### config.mk
export PLATFORM = sky130hd
export DESIGN_NAME = alu
export DESIGN_NICKNAME = d
export VERILOG_FILES = /design/src/rtl/alu_pkg.sv /design/src/rtl/alu_decode.sv /design/src/rtl/alu.sv
export SDC_FILE = /design/constraint.sdc
export NUM_CORES = 1
export LEC_CHECK = 0
export ABC_AREA = 1
export BUFFER_PORTS_ARGS = -buffer_cell sky130_fd_sc_hd__buf_4
export CORE_ASPECT_RATIO = 0.7
export CORE_UTILIZATION = 50
export DETAILED_ROUTE_END_ITERATION = 16
export PLACE_DENSITY = 0.7
export SLEW_MARGIN = 15
export SYNTH_ARGS = -nofsm -noshare
export SYNTH_HDL_FRONTEND = slang
export SYNTH_SLANG_ARGS = --single-unit
### constraint.sdc
create_clock -name clk_i -period 2.89 [get_ports clk_i]
set_input_delay 0.1445 -clock clk_i [delete_from_list [all_inputs] [get_ports clk_i]]
set_output_delay 0.1445 -clock clk_i [all_outputs]
set_load 0.01 [all_outputs]
### src/rtl/alu_pkg.sv
// Shared encodings and operation enum for the R-type ALU.
// The decoder honours ALU_SIGNED_OPS_EN to enable SLT/SLTU/SRA.
package alu_pkg;

  localparam logic [6:0] OPCODE_RTYPE = 7'b0110011;

  localparam logic [2:0] F3_ADDSUB = 3'b000;
  localparam logic [2:0] F3_SLL    = 3'b001;
  localparam logic [2:0] F3_SLT    = 3'b010;
  localparam logic [2:0] F3_SLTU   = 3'b011;
  localparam logic [2:0] F3_XOR    = 3'b100;
  localparam logic [2:0] F3_SRL    = 3'b101;
  localparam logic [2:0] F3_OR     = 3'b110;
  localparam logic [2:0] F3_AND    = 3'b111;

  localparam logic [6:0] F7_ADD  = 7'b0100000;
  localparam logic [6:0] F7_BASE = 7'b0000000;

  typedef enum logic [3:0] {
    ADD,
    SUB,
    XOR,
    OR,
    AND,
    SLL,
    SRL,
    SLT,
    SLTU,
    SRA,
    ILLEGAL
  } alu_op_e;

endpackage

### src/rtl/alu_decode.sv
// Maps opcode/func3/func7 to an alu_op_e; anything unrecognised is ILLEGAL.
// Signed ops (SLT/SLTU/SRA) are decoded only when ALU_SIGNED_OPS_EN is defined.
module alu_decode
  import alu_pkg::*;
(
  input  logic [6:0] opcode_i,
  input  logic [2:0] func3_i,
  input  logic [6:0] func7_i,
  output alu_op_e    op_o
);

  logic f7_base;
  logic f7_add;

  assign f7_base = (func7_i == F7_BASE);
  assign f7_add  = (func7_i == F7_ADD);

  always_comb begin
    op_o = ILLEGAL;
    if (opcode_i == OPCODE_RTYPE) begin
      case (func3_i)
        // This core's encoding: F7_ADD selects ADD and F7_BASE selects SUB.
        F3_ADDSUB: begin
          if (f7_add) begin
            op_o = ADD;
          end else if (f7_base) begin
            op_o = SUB;
          end
        end
        F3_XOR: if (f7_base) op_o = XOR;
        F3_OR:  if (f7_base) op_o = OR;
        F3_AND: if (f7_base) op_o = AND;
        F3_SLL: if (f7_base) op_o = SLL;
        F3_SRL: begin
          if (f7_base) begin
            op_o = SRL;
          end
`ifdef ALU_SIGNED_OPS_EN
          else if (f7_add) begin
            op_o = SRA;
          end
`endif
        end
`ifdef ALU_SIGNED_OPS_EN
        F3_SLT:  if (f7_base) op_o = SLT;
        F3_SLTU: if (f7_base) op_o = SLTU;
`endif
        default: op_o = ILLEGAL;
      endcase
    end
  end

endmodule

### src/rtl/alu.sv
// R-type integer ALU: combinational result/error plus a registered copy.
// Optional SLT/SLTU/SRA support is enabled by defining ALU_SIGNED_OPS_EN.
module alu
  import alu_pkg::*;
#(
  parameter int unsigned XLEN    = 32,
  parameter int unsigned SHAMT_W = 5
) (
  input  logic            clk_i,
  input  logic            rst_i,
  input  logic [XLEN-1:0] data1_i,
  input  logic [XLEN-1:0] data2_i,
  input  logic [6:0]      opcode_i,
  input  logic [2:0]      func3_i,
  input  logic [6:0]      func7_i,
  output logic [XLEN-1:0] result_o,
  output logic            error_o,
  output logic [XLEN-1:0] result_q_o,
  output logic            error_q_o
);

  alu_op_e            op;
  logic [SHAMT_W-1:0] shamt;

  alu_decode u_decode (
    .opcode_i (opcode_i),
    .func3_i  (func3_i),
    .func7_i  (func7_i),
    .op_o     (op)
  );

  assign shamt = data2_i[SHAMT_W-1:0];

  always_comb begin
    result_o = '0;
    error_o  = 1'b0;
    case (op)
      ADD:  result_o = data1_i + data2_i;
      SUB:  result_o = data1_i - data2_i;
      XOR:  result_o = data1_i ^ data2_i;
      OR:   result_o = data1_i | data2_i;
      AND:  result_o = data1_i & data2_i;
      SLL:  result_o = data1_i << shamt;
      SRL:  result_o = data1_i >> shamt;
      SLT:  result_o = {{(XLEN-1){1'b0}}, ($signed(data1_i) < $signed(data2_i))};
      SLTU: result_o = {{(XLEN-1){1'b0}}, (data1_i < data2_i)};
      SRA:  result_o = $unsigned($signed(data1_i) >>> shamt);
      default: begin
        result_o = '0;
        error_o  = 1'b1;
      end
    endcase
  end

  always_ff @(posedge clk_i or posedge rst_i) begin
    if (rst_i) begin
      result_q_o <= '0;
      error_q_o  <= 1'b0;
    end else begin
      result_q_o <= result_o;
      error_q_o  <= error_o;
    end
  end

endmodule

[After elaboration in Yosys (flattened, before gate mapping)]
Index checks and enable logic that the tools add are counted.
Word-level totals
  bits in registers: 33
  bits of input ports: 83
  output and inout bits: 66
  word-level logic and storage cells: 43
Cells by class
  add/subtract/negate cells: 2
  $lt $le $gt $ge: 2
  eq/ne operators: 16
  shift operators: 3
  mux-type cells: 11
  bitwise logic cells: 3
  reduce and logical (&&, ||, !) cells: 4
Operator list (count)
  $pmux W32 S10: 1
  $lt A32 B32 Y1: 2
  $add A32 B32 Y32: 1
  $and A32 B32 Y32: 1
  $mux W4: 8
  $or A32 B32 Y32: 1
  $shl A32 B5 Y32: 1
  $shr A32 B5 Y32: 1
  $sshr A32 B5 Y32: 1
  $sub A32 B32 Y32: 1
  $xor A32 B32 Y32: 1
  $pmux W4 S6: 1
  $eq A4 B3 Y1 const B: 4
  $eq A7 B6 Y1 const B: 2
  $eq A3 B3 Y1 const B: 4
  $reduce_or A10 Y1: 1
  $eq A4 B2 Y1 const B: 2
  $eq A4 B4 Y1 const B: 2
  $logic_not A7 Y1: 1
  $eq A4 B1 Y1 const B: 1
  $logic_not A4 Y1: 1
  $eq A3 B1 Y1 const B: 1
  $logic_not A3 Y1: 1
  $mux W1: 1

[Logic depth before layout (Yosys ltp)]
Gate-level depths: netlist of the first run.
  depth after elaboration: 8
  depth in mapped cells: 17
  mapped depth without buffers: 15

[Modules after synthesis]
Synthesis of the first run repeated with hierarchy kept, for this count alone.
Unflattened totals
  cell total of the unflattened synthesis: 2230
  area total of the unflattened synthesis: 11309.6 um2
By module, submodules not included
  alu: times used 1, cells each 2196, area an instance 11159.5 um2, sequential area each 825.8 um2
  alu_decode: times used 1, cells each 34, area an instance 150.1 um2, sequential area each 0.0 um2

[Worst setup path before layout of the first run]
Ideal clock, no wire load.
  kind: input to register
  start point: input data2_i[3]
  end point: register result_q_o[16]
  library setup time: 166 ps
  arrival: 2139 ps
  setup slack: 585 ps
  stages on the path: 16
  path through: inv_2 > clkbuf_1 > buf_1 > ha_1 > inv_1 > a21oi_1 > o21ai_1 > nand2_1 > nand2_1 > nand2_1 > nand2_1 > nand2_1 > nand2_1 > nand2_1 > nand3_1 > nand3b_1
On the way
  longest elaborated chain between the ends: 2
  elaborated cells between the ends (all ways): 6
RTL lines
  start: declaration: line alu.sv:12  | input logic [XLEN-1:0] data2_i,
  $sub A32 B32 Y32, or another cell as far along: line alu.sv:39  | SUB: result_o = data1_i - data2_i;
  $pmux W32 S10 *: line alu.sv:37  | case (op)
  via result_o[16]: line alu.sv:16  | output logic [XLEN-1:0] result_o,
  end signal: assignment: line alu.sv:60  | result_q_o <= result_o;
  end: declaration: line alu.sv:18  | output logic [XLEN-1:0] result_q_o,
The timed path passes the listed nets; every way through them passes the cells marked *.

[Worst setup path after layout of the first run]
  start point: input data1_i[12]
  end point: output result_o[26]
On the way
  longest elaborated chain between the ends: 2
  elaborated cells between the ends (all ways): 6
RTL lines
  start: declaration: line alu.sv:11  | input logic [XLEN-1:0] data1_i,
  $sub A32 B32 Y32, or another cell as far along: line alu.sv:39
  $pmux W32 S10 *: line alu.sv:37
  end: declaration: line alu.sv:16
Every way passes the cells marked *; elsewhere a longest branch is shown, timed or not.

==> metrics.md, run 1 <==
| Metric | Value |
|---|---|
| Status | complete, but fails checks |
| Failing checks | setup timing |
| Largest net degree at the start of global routing | 64 |
| DIE AREA | 21500 sq um |
| First DRT Iteration DRCs | 2458 |
| Share of the synthesized area in the top cell type | 23.6% |
| FFs w/ async S/R, synth | 100% |
| Initial antenna violation count | 0 |
| Die H | 123 um |
| Area contributors post-synth | nand2_1 (24%), nand3_1 (18%), ha_1 (11%) |
| Syn Nets | 2222 |
| Static leakage | 6.57 nW |
| Peak Freq | 342 MHz |
| Seq/Total Area, Yosys | 7.89% |
| CTS tree | built |
| Die W | 175 um |
| Depth of the worst hold-timing path | 5 |
| Routed WL | 47.7 mm |
| WS Path Type | in2out |
| Yosys warning total | 0 |
| P&R area growth vs syn | 13.2% |
| DP Worst Slack | 235 ps |
| Global Route Usage Sum | 43.5% |
| Top_reg_cell synth | dfrtp_1 |
| IO Pins | 149 |
| CTS Buffer Depth | 2 |
| Crit Path Max Fanout | 10 |
| Fin. Hold Viols | 0 |
| Met2 usage in global routing | 61.7% |
| Setup violators final | 1 |
| CTS sink cnt | 33 |
| Drc violations | 0 |
| Post-CTS Repair Setup Buffers | 0 |
| Syn Area/Cell | 5.13 sq um |
| Period Utilization, post-route | 101% |
| Setup TNS Final | -34.0 ps |
| Post-synth EDFFs | 0 |
| Slew Viols, Final | 0 |
| CTS Buf Count | 5 |
| Mapped Area | 10500 sq um |
| Root Driver | clkbuf_16 |
| Post-synthesis register bit count | 33 |
| Post-DP HPWL | 38.4 mm |
| Synthesized instance count | 2041 |
| Final setup margin | -34.0 ps |
| Via count | 14400 |
| Synth area leader | nand2_1 |
| Number of global-route vias before repair | 12300 |
| GP Congestion | 1.09 |
| Share of cells above drive strength 1 | 10.8% |
| Diodes inserted | 0 |
| Port Buffers | 148 |
| Slew headroom | 51.5% |
| Clock slew at reported path FFs | 50 ps |
| Proportion of synthesized area in mux cells | 0.0956% |
| RSZ-0062 raised after global routing | no |
| GRT Max-Usage Layer | met1 |
| First-pass iteration count of the detailed router | 9 |
| Crit path arrival time | 2780 ps |
| Crit start category | input pin |
| Met3 Use GR | 11.9% |
| # Max-Cap Violations | 0 |
| Pwr dens | 230 nW/um^2 |
| Row Count | 43 |
| Critical Path Sink Type | output port |
| Nets | 2312 |
| Distinct cells, synth | 41 |
| Routing usage on met1 | 62.2% |
| Synth Area in Compound Gates | 11.0% |
| Least-Margin Pin Slew | 727 ps |
| Final period demand of the worst path | 2920 ps |
| Simple-gate share of the synthesized area | 56.3% |
| Post-Synth Adder-Cell Area | 11.9% |
| VDD IR max | 167 uV |
| Antenna-violating nets left | 0 |
| GRT overflow | 0 |
| Min-delay worst type | in2reg |
| First-pass GRT wire length | 71.6 mm |
| DR WL/cell | 19.9 um |
| Crit path required time | 2750 ps |
| Initial Utilization | 51.9% |
| Post-Synth XOR/XNOR Area | 0.251% |
| Top cells by count, synth | nand2_1 (658), nand3_1 (369), nor2_1 (253), inv_1 (215), ha_1 (96) |
| Avg Vias per Cell | 6.01 |
| H-tree depth | 2 |
| Largest family of logic cells by synthesized area | simple AND/OR/NAND/NOR gates |
| Most common cell in the synthesized netlist | nand2_1 |
| Core Area | 20200 sq um |
==> state kept, by name, summed over array words and instances (netlist names) <==
name / count
error_q_o: 1
result_q_o: 32
==> final timing paths <==
path                             start        endpoint
min                         func3_i[0]       error_q_o
max in group asynchronous        rst_i  result_q_o[29]
max                        data1_i[12]    result_o[26]
min in group asynchronous        rst_i   result_q_o[4]
==> cell usage in the layout (no fill, tap or decap), types with 2 or more instances in the layout <==
cell type    n
a21boi_0     3
a21o_1       3
a21oi_1     94
a31oi_1      2
and2_1       3
buf_12       3
buf_4      175
clkbuf_16    5
dfrtp_1     33
fa_1         2
ha_1        96
inv_1      215
inv_2        9
nand2_1    658
nand2_2      6
nand3_1    369
nand3_2      2
nand3_4      3
nand3b_1     4
nand4_1     15
nor2_1     253
nor2_2       4
nor2_4       7
nor3_1      21
nor4_1       2
o211ai_1     8
o21a_1       4
o21ai_0     74
o21ai_1     14
o21bai_1     9
o22ai_1      2
or2_1        8
or2_2       14
xor2_1       3
==> cells by family after synthesis <==
logic type / Yosys count
AOI/OAI and AO/OA: 215
xor gates and xnor gates: 3
adders and majority gates: 98
buffers and inverters: 320
DFF: 33
muxes: 1
and+or+nand+nor: 1371
==> power by group <==
group	switching [mW]	leakage [nW]	internal (mW)
Clock	0.214	0.0655	0.308
Combinational	1.22	6.05	0.512
Sequential	0.0000798	0.456	0.463
Total	1.44	6.57	1.28
==> stage by stage <==
step | power [mW] | cell area, sq um | instances | hold slack, ps | util [%]
global route | 2.89 | 11800 | 2400 | 343 | 58.7
global placement | 2.10 | 11700 | 2393 | 247 | 58.0
finish | 2.72 | 11800 | 2400 | 315 | 58.7
CTS | 2.64 | 11800 | 2400 | 315 | 58.7
floorplan | 1.56 | 10500 | 2041 | 273 | -
detailed placement | 2.11 | 11700 | 2393 | 257 | 58.0
==> critical path: stages <==
cell     delay (ps)
buf_4           140
inv_1            80
ha_1            460
nand2_1         240
o21ai_0         580
a21oi_1         330
nor2_1          260
nor2_1           80
nand2_1          60
nand2_1          60
nand3_1          90
nand3_1         100
buf_4           160
==> routing by layer <==
| metal | part of all wire, % | wire (um) |
|---|---|---|
| met5 | 0 | 0 |
| met4 | 4.2 | 2000 |
| met3 | 17 | 7890 |
| met2 | 38 | 18100 |
| met1 | 41 | 19700 |
==> final cells by class <==
| cell class | instances | area [sq um] |
|---|---|---|
| sequential | 33 | 826 |
| timing repair buffer | 179 | 1380 |
| tap | 270 | 338 |
| inverter | 224 | 841 |
| clock buffer | 5 | 125 |
| fill | 2150 | 8330 |
| multi-input combinational | 1688 | 8330 |
| clock inverter | 1 | 5.00 |
==> timing repair <==
item	CTS	global route
setup endpoints to repair	0	3
hold buffers	1	0
resized for setup	0	2
hold endpoints to repair	16	0
No activity file was read; power rests on OpenSTA's default activity.
==> run 2: changes to the inputs <==
--- a/config.mk
+++ b/config.mk
@@ -8,9 +8,9 @@
 export ABC_AREA = 1
 export BUFFER_PORTS_ARGS = -buffer_cell sky130_fd_sc_hd__buf_4
 export CORE_ASPECT_RATIO = 0.7
-export CORE_UTILIZATION = 50
+export CORE_UTILIZATION = 44
 export DETAILED_ROUTE_END_ITERATION = 16
-export PLACE_DENSITY = 0.7
+export PLACE_DENSITY = 0.65
 export SLEW_MARGIN = 15
 export SYNTH_ARGS = -nofsm -noshare
 export SYNTH_HDL_FRONTEND = slang
==> constraint.sdc (replaced) <==
create_clock -name clk_i -period 2.39 [get_ports clk_i]
set_input_delay 0.1195 -clock clk_i [delete_from_list [all_inputs] [get_ports clk_i]]
set_output_delay 0.1195 -clock clk_i [all_outputs]
set_load 0.01 [all_outputs]
==> run 2 against run 1 <==
Effect of this change: the flow now finishes without violations; sequential share of layout area down 0.89 points; final cell count up 8.3%; worst hold slack got worse by 5.4 ps; via count is 3.1% higher; clock power grew 58%; utilization increased by 0.46 points; first-iteration DRC count is 8.7% lower; total power increased by 43%; largest power group unchanged.
==> metrics.md, run 2 (synthesis results as in run 1) <==
| Metric | Value |
|---|---|
| Hold_ws | 310 ps (-5.42 ps) |
| Switching power | 1.90 mW (+32%) |
| Clock power frac | 21.2% (+2.0 points) |
| Number of global-route vias before repair | 12600 (+2.3%) |
| Row Count | 46 (+7.0%) |
| RSZ-0062 raised after global routing | yes |
| First DRT Iteration DRCs | 2245 (-8.7%) |
| Initial Utilization | 45.6% (-6.3 points) |
| CTS Buffer Depth | 2 (unchanged) |
| Post-DP HPWL | 42.0 mm (+9.2%) |
| # Max-Cap Violations | 0 (unchanged) |
| DP Area | 13000 sq um (+11%) |
| H-tree depth | 2 (unchanged) |
| CTS Buf Count | 5 (unchanged) |
| Int Pwr | 1.98 mW (+54%) |
| Sw Share | 49.0% (-3.9 points) |
| Commonest non-fill, non-tap cell in the layout | nand2_1 |
| Core Area | 23000 sq um (+14%) |
| Via count | 14900 (+3.1%) |
| CTS sink cnt | 33 (unchanged) |
| VDD IR max | 253 uV (+51%) |
| Multi-input logic area | 8650 sq um (+3.8%) |
| Routed WL | 52.1 mm (+9.2%) |
| Final Instance Count excl. Fillers | 2598 (+8.3%) |
| Period Utilization, post-route | 98.5% |
| Setup violators final | 0 (-1) |
| CTS tree | built |
| Largest net degree at the start of global routing | 64 (unchanged) |
| Most flop-heavy register | result_q_o |
| Fin. Hold Viols | 0 (unchanged) |
| Critical Path Sink Type | output port |
| Final-layout fill cell count | 2419 (+13%) |
| Biggest regs | result_q_o: 32 flops, error_q_o: 1 flops |
| Part of the power in registers | 14.4% (-2.6 points) |
| Final period demand of the worst path | 2350 ps |
| Pwr dens | 286 nW/um^2 (+24%) |
| P&R area growth vs syn | 29.8% |
| GP Congestion | 1.04 (-5.2%) |
| Avg Vias per Cell | 5.72 (-4.8%) |
| Crit path cell chain | buf_4 > ha_1 > fa_1 > nand2_2 > o21ai_1 > nand2_1 > nand2_2 > a21o_4 > nor2_1 > o21ai_1 > nor2_1 > nand2_1 > buf_4 |
| Final instance area | 13600 sq um (+15%) |
| Antenna-violating nets left | 0 (unchanged) |
| WS Path Type | in2out |
| Drc violations | 0 (unchanged) |
| DR WL/cell | 20.0 um (+0.89%) |
| Least-Margin Pin Slew | 600 ps (-127 ps) |
| Slowest stage delay, CP | 410 ps (-170 ps) |
| Crit path required time | 2270 ps (-480 ps) |
| GRT overflow | 0 (unchanged) |
| Final setup margin | 36.4 ps (+70.4 ps) |
| Share of cells above drive strength 1 | 20.7% (+9.8 points) |
| First-pass GRT wire length | 75.1 mm (+4.8%) |
| Crit start category | input pin |
| Crit Path Max Fanout | 9 (-1) |
| Slew headroom | 60.0% (+8.5 points) |
| Slew Viols, Final | 0 (unchanged) |
| Diodes inserted | 0 (unchanged) |
| Min-delay worst type | in2reg |
| Peak Freq | 425 MHz |
| Die H | 131 um (+6.5%) |
| IO Pins | 149 (unchanged) |
| Root Driver | clkbuf_16 |
| Status | finished, final reports clean |
| Total power | 3.88 mW (+43%) |
| Crit path max-delay cell type | fa_1 |
| DP Worst Slack | -83.5 ps (-318 ps) |
| Static leakage | 7.40 nW (+13%) |
| Max FFs per register | 32 (unchanged) |
| Initial antenna violation count | 0 (unchanged) |
| Global Route Usage Sum | 40.8% (-2.8 points) |
| Register area | 826 sq um (unchanged) |
| # placed instances | 2582 (+7.9%) |
| Port Buffers | 148 (unchanged) |
| Most frequent cells in the layout | nand2_1 (638), nand3_1 (368), buf_4 (315), nor2_1 (237), inv_1 (211) |
| Nets | 2466 (+6.7%) |
| Crit path arrival time | 2230 ps (-550 ps) |
| First-pass iteration count of the detailed router | 9 (unchanged) |
| Die W | 186 um (+6.5%) |
| Combinational share of power | 64.4% (+0.6 points) |
| DIE AREA | 24400 sq um (+13%) |
| Clock slew at reported path FFs | 60 ps (about the same) |
-- run 2: power groups by stage --
stage | Clock [mW] | Sequential, mW | Combinational [mW]
final | 0.824 | 0.559 | 2.50
after global routing | 0.856 | 0.559 | 2.68
after CTS | 0.835 | 0.559 | 2.30
after detailed placement | 0 | 0.569 | 2.29
after global placement | 0 | 0.569 | 2.27
after floorplan | 0 | 0.570 | 1.32
-- run 2: path summary, 6_finish.rpt --
check                      startpoint        endpoint  slack [ps]  cells after the start
worst max-delay path       data2_i[0]    result_o[12]          40                     13
max in group asynchronous       rst_i  result_q_o[30]        1540                      4
min in group asynchronous       rst_i   result_q_o[6]         500                      4
worst min-delay path       func3_i[0]       error_q_o         310                      5
-- run 2: stage by stage --
| step | setup TNS [ps] | util [%] |
|---|---|---|
| after floorplan | 0 | - |
| after global placement | -129 | 56.7 |
| after detailed placement | -153 | 56.7 |
| after CTS | 0 | 57.5 |
| after global routing | -98.6 | 59.2 |
| final | 0 | 59.2 |
-- run 2: area by class of cell --
cell class	instances	area share, %
Multi-Input combinational cell	1688	63.6
Clock buffer	7	1.05
Inverter	224	6.21
Timing Repair Buffer	333	20.0
Clock inverter	1	0.221
Tap cell	312	2.87
Sequential cell	33	6.08
-- run 2: worst max-delay path: cells and delay by family --
family | cells | cell delay, ps
AND/OR/NAND/NOR | 6 | 740
adder cells (fa/ha/maj) | 2 | 630
AO/OA/AOI/OAI | 3 | 440
buffers and inverters | 2 | 310
-- run 2: timing repair --
item	4_1_cts	5_1_grt
endpoints found under the setup margin	4	26
endpoints found under the hold margin	33	0
pin swaps	0	8
hold buffers	1	0
setup buffers	0	6
gates cloned	0	1
gates resized for setup	4	100
-- run 2: layer usage --
layer	GRT usage [%]	up-vias	part of all wire, %
li1	-	7033	-
met1	56.9	6618	43
met2	58.1	1098	39
met3	12.5	115	14
met4	15.2	0	3.8
met5	0.769	-	0
